### src/rtl/mem_fetch_engine.sv
// Band fetch engine: on each fetch_run_i pulse, reads the next ROWS_PER_FETCH image rows from BRAM
// and streams them in raster order over valid/ready, then pulses fetch_done_o.
module mem_fetch_engine #(
   parameter int MAX_ROW        = 540,
   parameter int MAX_COL        = 540,
   parameter int ROWS_PER_FETCH = 1,
   parameter int DATA_W         = 8,
   parameter int ADDR_W         = 19,
   parameter int RD_LAT         = 1,
   parameter int FIFO_DEPTH     = 4
) (
   input  logic              clk,
   input  logic              rst_n,
   input  logic              fetch_run_i,
   output logic              fetch_done_o,
   output logic              frame_done_o,
   output logic              busy_o,
   output logic              bram_en_o,
   output logic [ADDR_W-1:0] bram_addr_o,
   input  logic [DATA_W-1:0] bram_rdata_i,
   output logic              buf_valid_o,
   input  logic              buf_ready_i,
   output logic [DATA_W-1:0] buf_data_o,
   output logic [9:0]        buf_row_o,
   output logic [9:0]        buf_col_o
);

   localparam int IF_W  = $clog2(RD_LAT + 1) + 1;
   localparam int PTR_W = (FIFO_DEPTH > 1) ? $clog2(FIFO_DEPTH) : 1;
   localparam int CNT_W = $clog2(FIFO_DEPTH + 1);

   typedef enum logic [1:0] {S_IDLE, S_READ, S_DRAIN, S_DONE} state_e;

   state_e state_q, state_d;

   logic [ADDR_W-1:0] addr_q, addr_d;
   logic [9:0]        row_q, row_d;
   logic [9:0]        col_q, col_d;
   logic [9:0]        band_q, band_d;
   logic [IF_W-1:0]   inflight_q, inflight_d;
   logic [RD_LAT-1:0] vld_pipe_q;
   logic [9:0]        row_pipe_q [RD_LAT];
   logic [9:0]        col_pipe_q [RD_LAT];

   logic [DATA_W-1:0] data_mem_q [FIFO_DEPTH];
   logic [9:0]        row_mem_q  [FIFO_DEPTH];
   logic [9:0]        col_mem_q  [FIFO_DEPTH];
   logic [PTR_W-1:0]  wr_ptr_q, rd_ptr_q;
   logic [CNT_W-1:0]  fifo_cnt_q, fifo_cnt_d;

   logic issue, ret, push, pop;
   logic last_col, last_addr, frame_end;

   function automatic logic [PTR_W-1:0] ptr_inc(input logic [PTR_W-1:0] p);
      return (p == PTR_W'(FIFO_DEPTH - 1)) ? '0 : p + PTR_W'(1);
   endfunction

   // Credit counts both queued beats and reads still in the BRAM pipe, so a return always has a slot.
   assign issue     = (state_q == S_READ) && ((int'(fifo_cnt_q) + int'(inflight_q)) < FIFO_DEPTH);
   assign ret       = vld_pipe_q[RD_LAT-1];
   assign push      = ret;
   assign pop       = buf_valid_o && buf_ready_i;
   assign last_col  = (col_q == 10'(MAX_COL - 1));
   assign last_addr = last_col && (band_q == 10'(ROWS_PER_FETCH - 1));
   assign frame_end = (row_q == 10'(MAX_ROW));

   assign inflight_d = inflight_q + IF_W'(issue) - IF_W'(ret);
   assign fifo_cnt_d = fifo_cnt_q + CNT_W'(push) - CNT_W'(pop);

   // ---------------- FSM: state register ----------------
   // NOTE: sequential state uses non-blocking assignments so every flop samples pre-edge values.
   always_ff @(posedge clk) begin
      if (!rst_n) state_q <= S_IDLE;
      else        state_q <= state_d;
   end

   // ---------------- FSM: next state ----------------
   // NOTE: every comb output gets a default first, so no path can infer a latch.
   always_comb begin
      state_d = state_q;
      unique case (state_q)
         S_IDLE:  if (fetch_run_i) state_d = S_READ;
         S_READ:  if (issue && last_addr) state_d = S_DRAIN;
         // Look at next-cycle occupancy so done lands the cycle after the final handshake.
         S_DRAIN: if ((inflight_d == '0) && (fifo_cnt_d == '0)) state_d = S_DONE;
         S_DONE:  state_d = S_IDLE;
         default: state_d = S_IDLE;
      endcase
   end

   // ---------------- FSM: outputs ----------------
   always_comb begin
      busy_o       = (state_q != S_IDLE);
      fetch_done_o = (state_q == S_DONE);
      frame_done_o = (state_q == S_DONE) && frame_end;
      bram_en_o    = issue;
      bram_addr_o  = addr_q;
   end

   // Read position: address increments alongside row/col; wraps only at end of frame.
   always_comb begin
      addr_d = addr_q;
      row_d  = row_q;
      col_d  = col_q;
      band_d = band_q;
      if (issue) begin
         addr_d = addr_q + ADDR_W'(1);
         if (last_col) begin
            col_d  = '0;
            row_d  = row_q + 10'd1;
            band_d = band_q + 10'd1;
         end else begin
            col_d  = col_q + 10'd1;
         end
      end
      if (state_q == S_DONE) begin
         band_d = '0;
         if (frame_end) begin
            row_d  = '0;
            addr_d = '0;
         end
      end
   end

   always_ff @(posedge clk) begin
      if (!rst_n) begin
         addr_q     <= '0;
         row_q      <= '0;
         col_q      <= '0;
         band_q     <= '0;
         inflight_q <= '0;
         vld_pipe_q <= '0;
         wr_ptr_q   <= '0;
         rd_ptr_q   <= '0;
         fifo_cnt_q <= '0;
      end else begin
         addr_q     <= addr_d;
         row_q      <= row_d;
         col_q      <= col_d;
         band_q     <= band_d;
         inflight_q <= inflight_d;
         vld_pipe_q[0] <= issue;
         for (int i = 1; i < RD_LAT; i++) vld_pipe_q[i] <= vld_pipe_q[i-1];
         if (push) wr_ptr_q <= ptr_inc(wr_ptr_q);
         if (pop)  rd_ptr_q <= ptr_inc(rd_ptr_q);
         fifo_cnt_q <= fifo_cnt_d;
      end
   end

   // NOTE: tag pipe and FIFO storage are not reset; only valid bits and pointers are, and outputs are gated by valid.
   always_ff @(posedge clk) begin
      row_pipe_q[0] <= row_q;
      col_pipe_q[0] <= col_q;
      for (int i = 1; i < RD_LAT; i++) begin
         row_pipe_q[i] <= row_pipe_q[i-1];
         col_pipe_q[i] <= col_pipe_q[i-1];
      end
      if (push) begin
         data_mem_q[wr_ptr_q] <= bram_rdata_i;
         row_mem_q[wr_ptr_q]  <= row_pipe_q[RD_LAT-1];
         col_mem_q[wr_ptr_q]  <= col_pipe_q[RD_LAT-1];
      end
   end

   assign buf_valid_o = (fifo_cnt_q != '0);
   assign buf_data_o  = buf_valid_o ? data_mem_q[rd_ptr_q] : '0;
   assign buf_row_o   = buf_valid_o ? row_mem_q[rd_ptr_q]  : '0;
   assign buf_col_o   = buf_valid_o ? col_mem_q[rd_ptr_q]  : '0;

endmodule

### config.mk
export PLATFORM = sky130hd
export DESIGN_NAME = mem_fetch_engine
export DESIGN_NICKNAME = d
export VERILOG_FILES = /design/src/rtl/mem_fetch_engine.sv
export SDC_FILE = /design/constraint.sdc
export NUM_CORES = 1
export LEC_CHECK = 0
export BUFFER_PORTS_ARGS = -buffer_cell sky130_fd_sc_hd__buf_2
export CORE_MARGIN = 4
export CORE_UTILIZATION = 57
export DETAILED_ROUTE_END_ITERATION = 10
export HOLD_SLACK_MARGIN = 0.03
export PLACE_DENSITY = 0.77
export SYNTH_ARGS = -nofsm -noshare
export SYNTH_HDL_FRONTEND = slang
export SYNTH_SLANG_ARGS = --single-unit
### constraint.sdc
create_clock -name clk -period 2.8 [get_ports clk]
set_clock_uncertainty 0.1 [all_clocks]
set_input_delay 0.7 -clock clk [delete_from_list [all_inputs] [get_ports clk]]
set_output_delay 0.7 -clock clk [all_outputs]
set_load 0.05 [all_outputs]
==> impl_summary.txt <==
----------------------------------------------------
[Drt]
  Pre-antenna DRT Iters ... 4
  DRT Wirelength ... 13700 um
  Mean routed wirelength per cell ... 16.9 um
  Detailed-route vias per instance ... 5.34
  Iteration-0 DRC count of the detailed router ... 268
  Detailed-route via count ... 4318
  Final antenna-violating net count ... 0
  Number of remaining DRC errors ... 0

[Pwr]
  Logic gate share of total power ... 26.7%
  Sw power ... 2.46 mW
  Clock network fraction of design power ... 31.7%
  Static Leak ... 3.33 nW
  Fraction of power spent switching nets ... 30.9%
  Sequential fraction of design power ... 41.6%
  Internal power summed over all cells ... 5.49 mW
  Worst IR Drop VDD ... 0.000517 V
  Power per standard cell area ... 884 nW/um2

[Synthesis]
  Top cells by instance count after synthesis ... edfxtp_1, dfxtp_1, nor2_1
  Synthesis-stage register bit count ... 195
  Synth warn ... 0
  Cell with the most instances after synthesis ... edfxtp_1
  Mapped Avg Cell Area ... 14.3 um2
  Synth Flop Type ... edfxtp_1
  Net count after synthesis ... 572
  Largest cells by area after synthesis ... edfxtp_1, dfxtp_1, mux4_2
  Fraction of synthesis flops using an asynchronous set or reset pin ... 0%
  Instance count of the mapped netlist ... 539
  Cell accounting for the most synthesized area ... edfxtp_1
  Number of synthesized flops with an enable pin ... 112
  Number of distinct library cells after synthesis ... 40
  Netlist area before placement ... 7690 um2
  Part of the Yosys area used for sequential elements ... 65.4%
  Post-synth top area share ... 43.8%

[Critical path]
  Path type of the worst setup path ... flop to output port
  Path depth of the worst reg2reg path ... 10
  Crit start category ... flop
  Endpoint required time on the critical path ... 2000 ps
  Data arrival time of the critical path ... 1940 ps
  Crit path max fanout ... 11
  Reg2reg end ... state_q[0]
  R2R Setup Slk ... 240 ps
  Startpoint of the most critical register-to-register path ... fifo_cnt_q[2]
  Critical path capture point ... buf_col_o[2]
  Kind of end point of the critical path ... output port

[Final layout]
  Share of layout cells above drive strength 1 ... 23.9%
  Post-layout util ... 67.9%
  Total Nets Final ... 653
  Design Area, Final ... 8990 um2
  Count of antenna diodes in the layout ... 0
  Layout Area Growth over Synthesis ... 17.0%
  Non-filler cells, final ... 809

[STA]
  Slack of the critical path ... 60.7 ps
  RSZ-0062 raised after global routing ... true
  Worst slew margin ... 69.2%
  Final hold viol count ... 0
  Final critical-path share of the clock period ... 97.8%
  Setup-violating endpoint count in the final report ... 0
  Max frequency ... 365 MHz
  Period minus WS final ... 2740 ps
  Worst Tran Pin Value ... 461 ps
  Pins Over Slew Limit ... 0

[Die]
  Die X ... 124 um
  Area of the core region ... 13200 um2
  Number of rows in the core area ... 42
  Floorplan die height ... 124 um
  Starting utilization of the core area ... 58.0%
  Floorplan die area ... 15400 um2
  Total I/O pin count ... 64

[Clock tree]
  Buffer cell driving the clock tree root ... clkbuf_16
  Maximum level of the CTS H-tree ... 4
  Maximum count of clock buffers along a single path ... 2
  Clock tree from TritonCTS ... built
  Number of hold buffers added after cts ... 0
  Number of clock sinks seen by CTS ... 195
  Insertion delay of the later-clocked pin in the worst-skew pair ... 430 ps
  Post-CTS clock slew at the launch and capture registers of the worst setup and hold paths ... 70 ps
  TritonCTS Buffers ... 17

[Global route]
  Overflow after GRT ... 0
  Via count of the first global-routing pass ... 4336
  Overall track demand over capacity in global routing ... 19.1%
  Maximum number of pins on one net before global-route repair ... 30
  Initial antenna violation count ... 0
  First-pass GRT wire length ... 21900 um

[Place]
  Weighted congestion reported at the end of routability-driven placement ... 0.797
  Post-placement cell count ... 773
  Placement Setup Slack ... 162 ps
  PortBufs ... 63
  Final HPWL DP ... 8560 um
  Post-Place Cell Area ... 8260 um2

[Min path]
  Tightest Hold Check Type ... flop to flop

[Flow run]
  Max-cap violations ... 0

[Status]
  Status ... complete, no violations

----------------------------------------------------
-- layer usage --
| metal | part of all wire [%] | global-route usage [%] | wire (um) |
|---|---|---|---|
| met2 | 51 | 31.6 | 7020 |
| met5 | 0 | 0 | 0 |
| met1 | 43 | 24.0 | 5900 |
| met4 | 1.2 | 6.43 | 159 |
| met3 | 4.4 | 5.90 | 609 |
-- worst min path at each step --
stage	start	end	slack, ps	cells past startpoint
finish	row_q[4]	row_pipe_q[0][4]	280	0
global route	row_q[2]	row_pipe_q[0][2]	290	0
CTS	row_q[2]	row_pipe_q[0][2]	280	0
detailed placement	row_q[2]	row_pipe_q[0][2]	270	0
global placement	row_q[9]	row_pipe_q[0][9]	270	0
floorplan	col_q[3]	col_pipe_q[0][3]	260	0
-- power by group through the flow --
stage	clock network (mW)	registers, mW	logic (mW)
final	2.52	3.31	2.12
after global routing	2.69	3.32	2.30
after CTS	2.56	3.30	2.09
after detailed placement	0	3.35	2.02
after global placement	0	3.33	1.99
after floorplan	0	3.34	1.54
-- area by class of cell --
cell class / instances / area, um2
inverters: 17 / 63.8
well taps: 176 / 220
clock inverters: 8 / 124
flip-flops and latches: 195 / 5030
fillers: 939 / 4250
repair buffers: 81 / 534
clock buffers: 24 / 503
multi-input cells: 308 / 2510
-- placed cells by master, fill, tap and decap left out, types with 9 or more instances in the layout --
master and n:
buf_2 56, nor3_1 10, inv_1 17, or3_1 9
and3_1 9, a21oi_1 13, o21ai_0 10, and2_1 37
xnor2_1 24, nor2_1 41, ha_1 20, nand2_1 31
mux4_2 28, dfxtp_1 81, xor2_1 16, nand4_1 11
edfxtp_1 112, nand3_1 9, buf_4 19, clkbuf_16 19
-- sequential cells by signal, summed over array words and instances (netlist names), 10 cells and up, named ones only --
| signal | cells |
|---|---|
| col_mem_q | 40 |
| row_mem_q | 40 |
| data_mem_q | 32 |
| bram_addr_o | 19 |
| band_q | 10 |
| col_pipe_q | 10 |
| col_q | 10 |
| row_pipe_q | 10 |
| row_q | 10 |
-- through the flow --
| stage | hold slack, ps | power [mW] | setup TNS (ps) |
|---|---|---|---|
| after CTS | 282 | 7.96 | 0 |
| after floorplan | 258 | 4.88 | 0 |
| after global routing | 294 | 8.31 | -104 |
| final | 283 | 7.94 | 0 |
| after detailed placement | 273 | 5.37 | 0 |
| after global placement | 272 | 5.32 | 0 |
-- cell families (layout without fill, tap and decap cells) --
| family | after synthesis | in the layout | share of synthesized area [%] |
|---|---|---|---|
| xor+xnor | 40 | 40 | 4.56 |
| simple gates | 187 | 187 | 13.7 |
| flops | 195 | 195 | 65.4 |
| fa+ha+maj | 21 | 21 | 3.52 |
| compound gates | 25 | 25 | 1.69 |
| mux | 35 | 35 | 9.12 |
| buf+inv | 36 | 130 | 2.05 |
-- critical path, stage by stage, from the launching register on --
cell	delay [ps]
dfxtp_4	440
buf_16	180
mux4_2	500
and2_1	160
buf_2	200
-- what timing repair did --
item / CTS / global route
setup endpoints to repair: 22 / 15
gates cloned: 1 / 1
resized for setup: 4 / 13
pin swaps: 0 / 0
buffers inserted: 2 / 0
No activity file was read; power rests on OpenSTA's default activity.
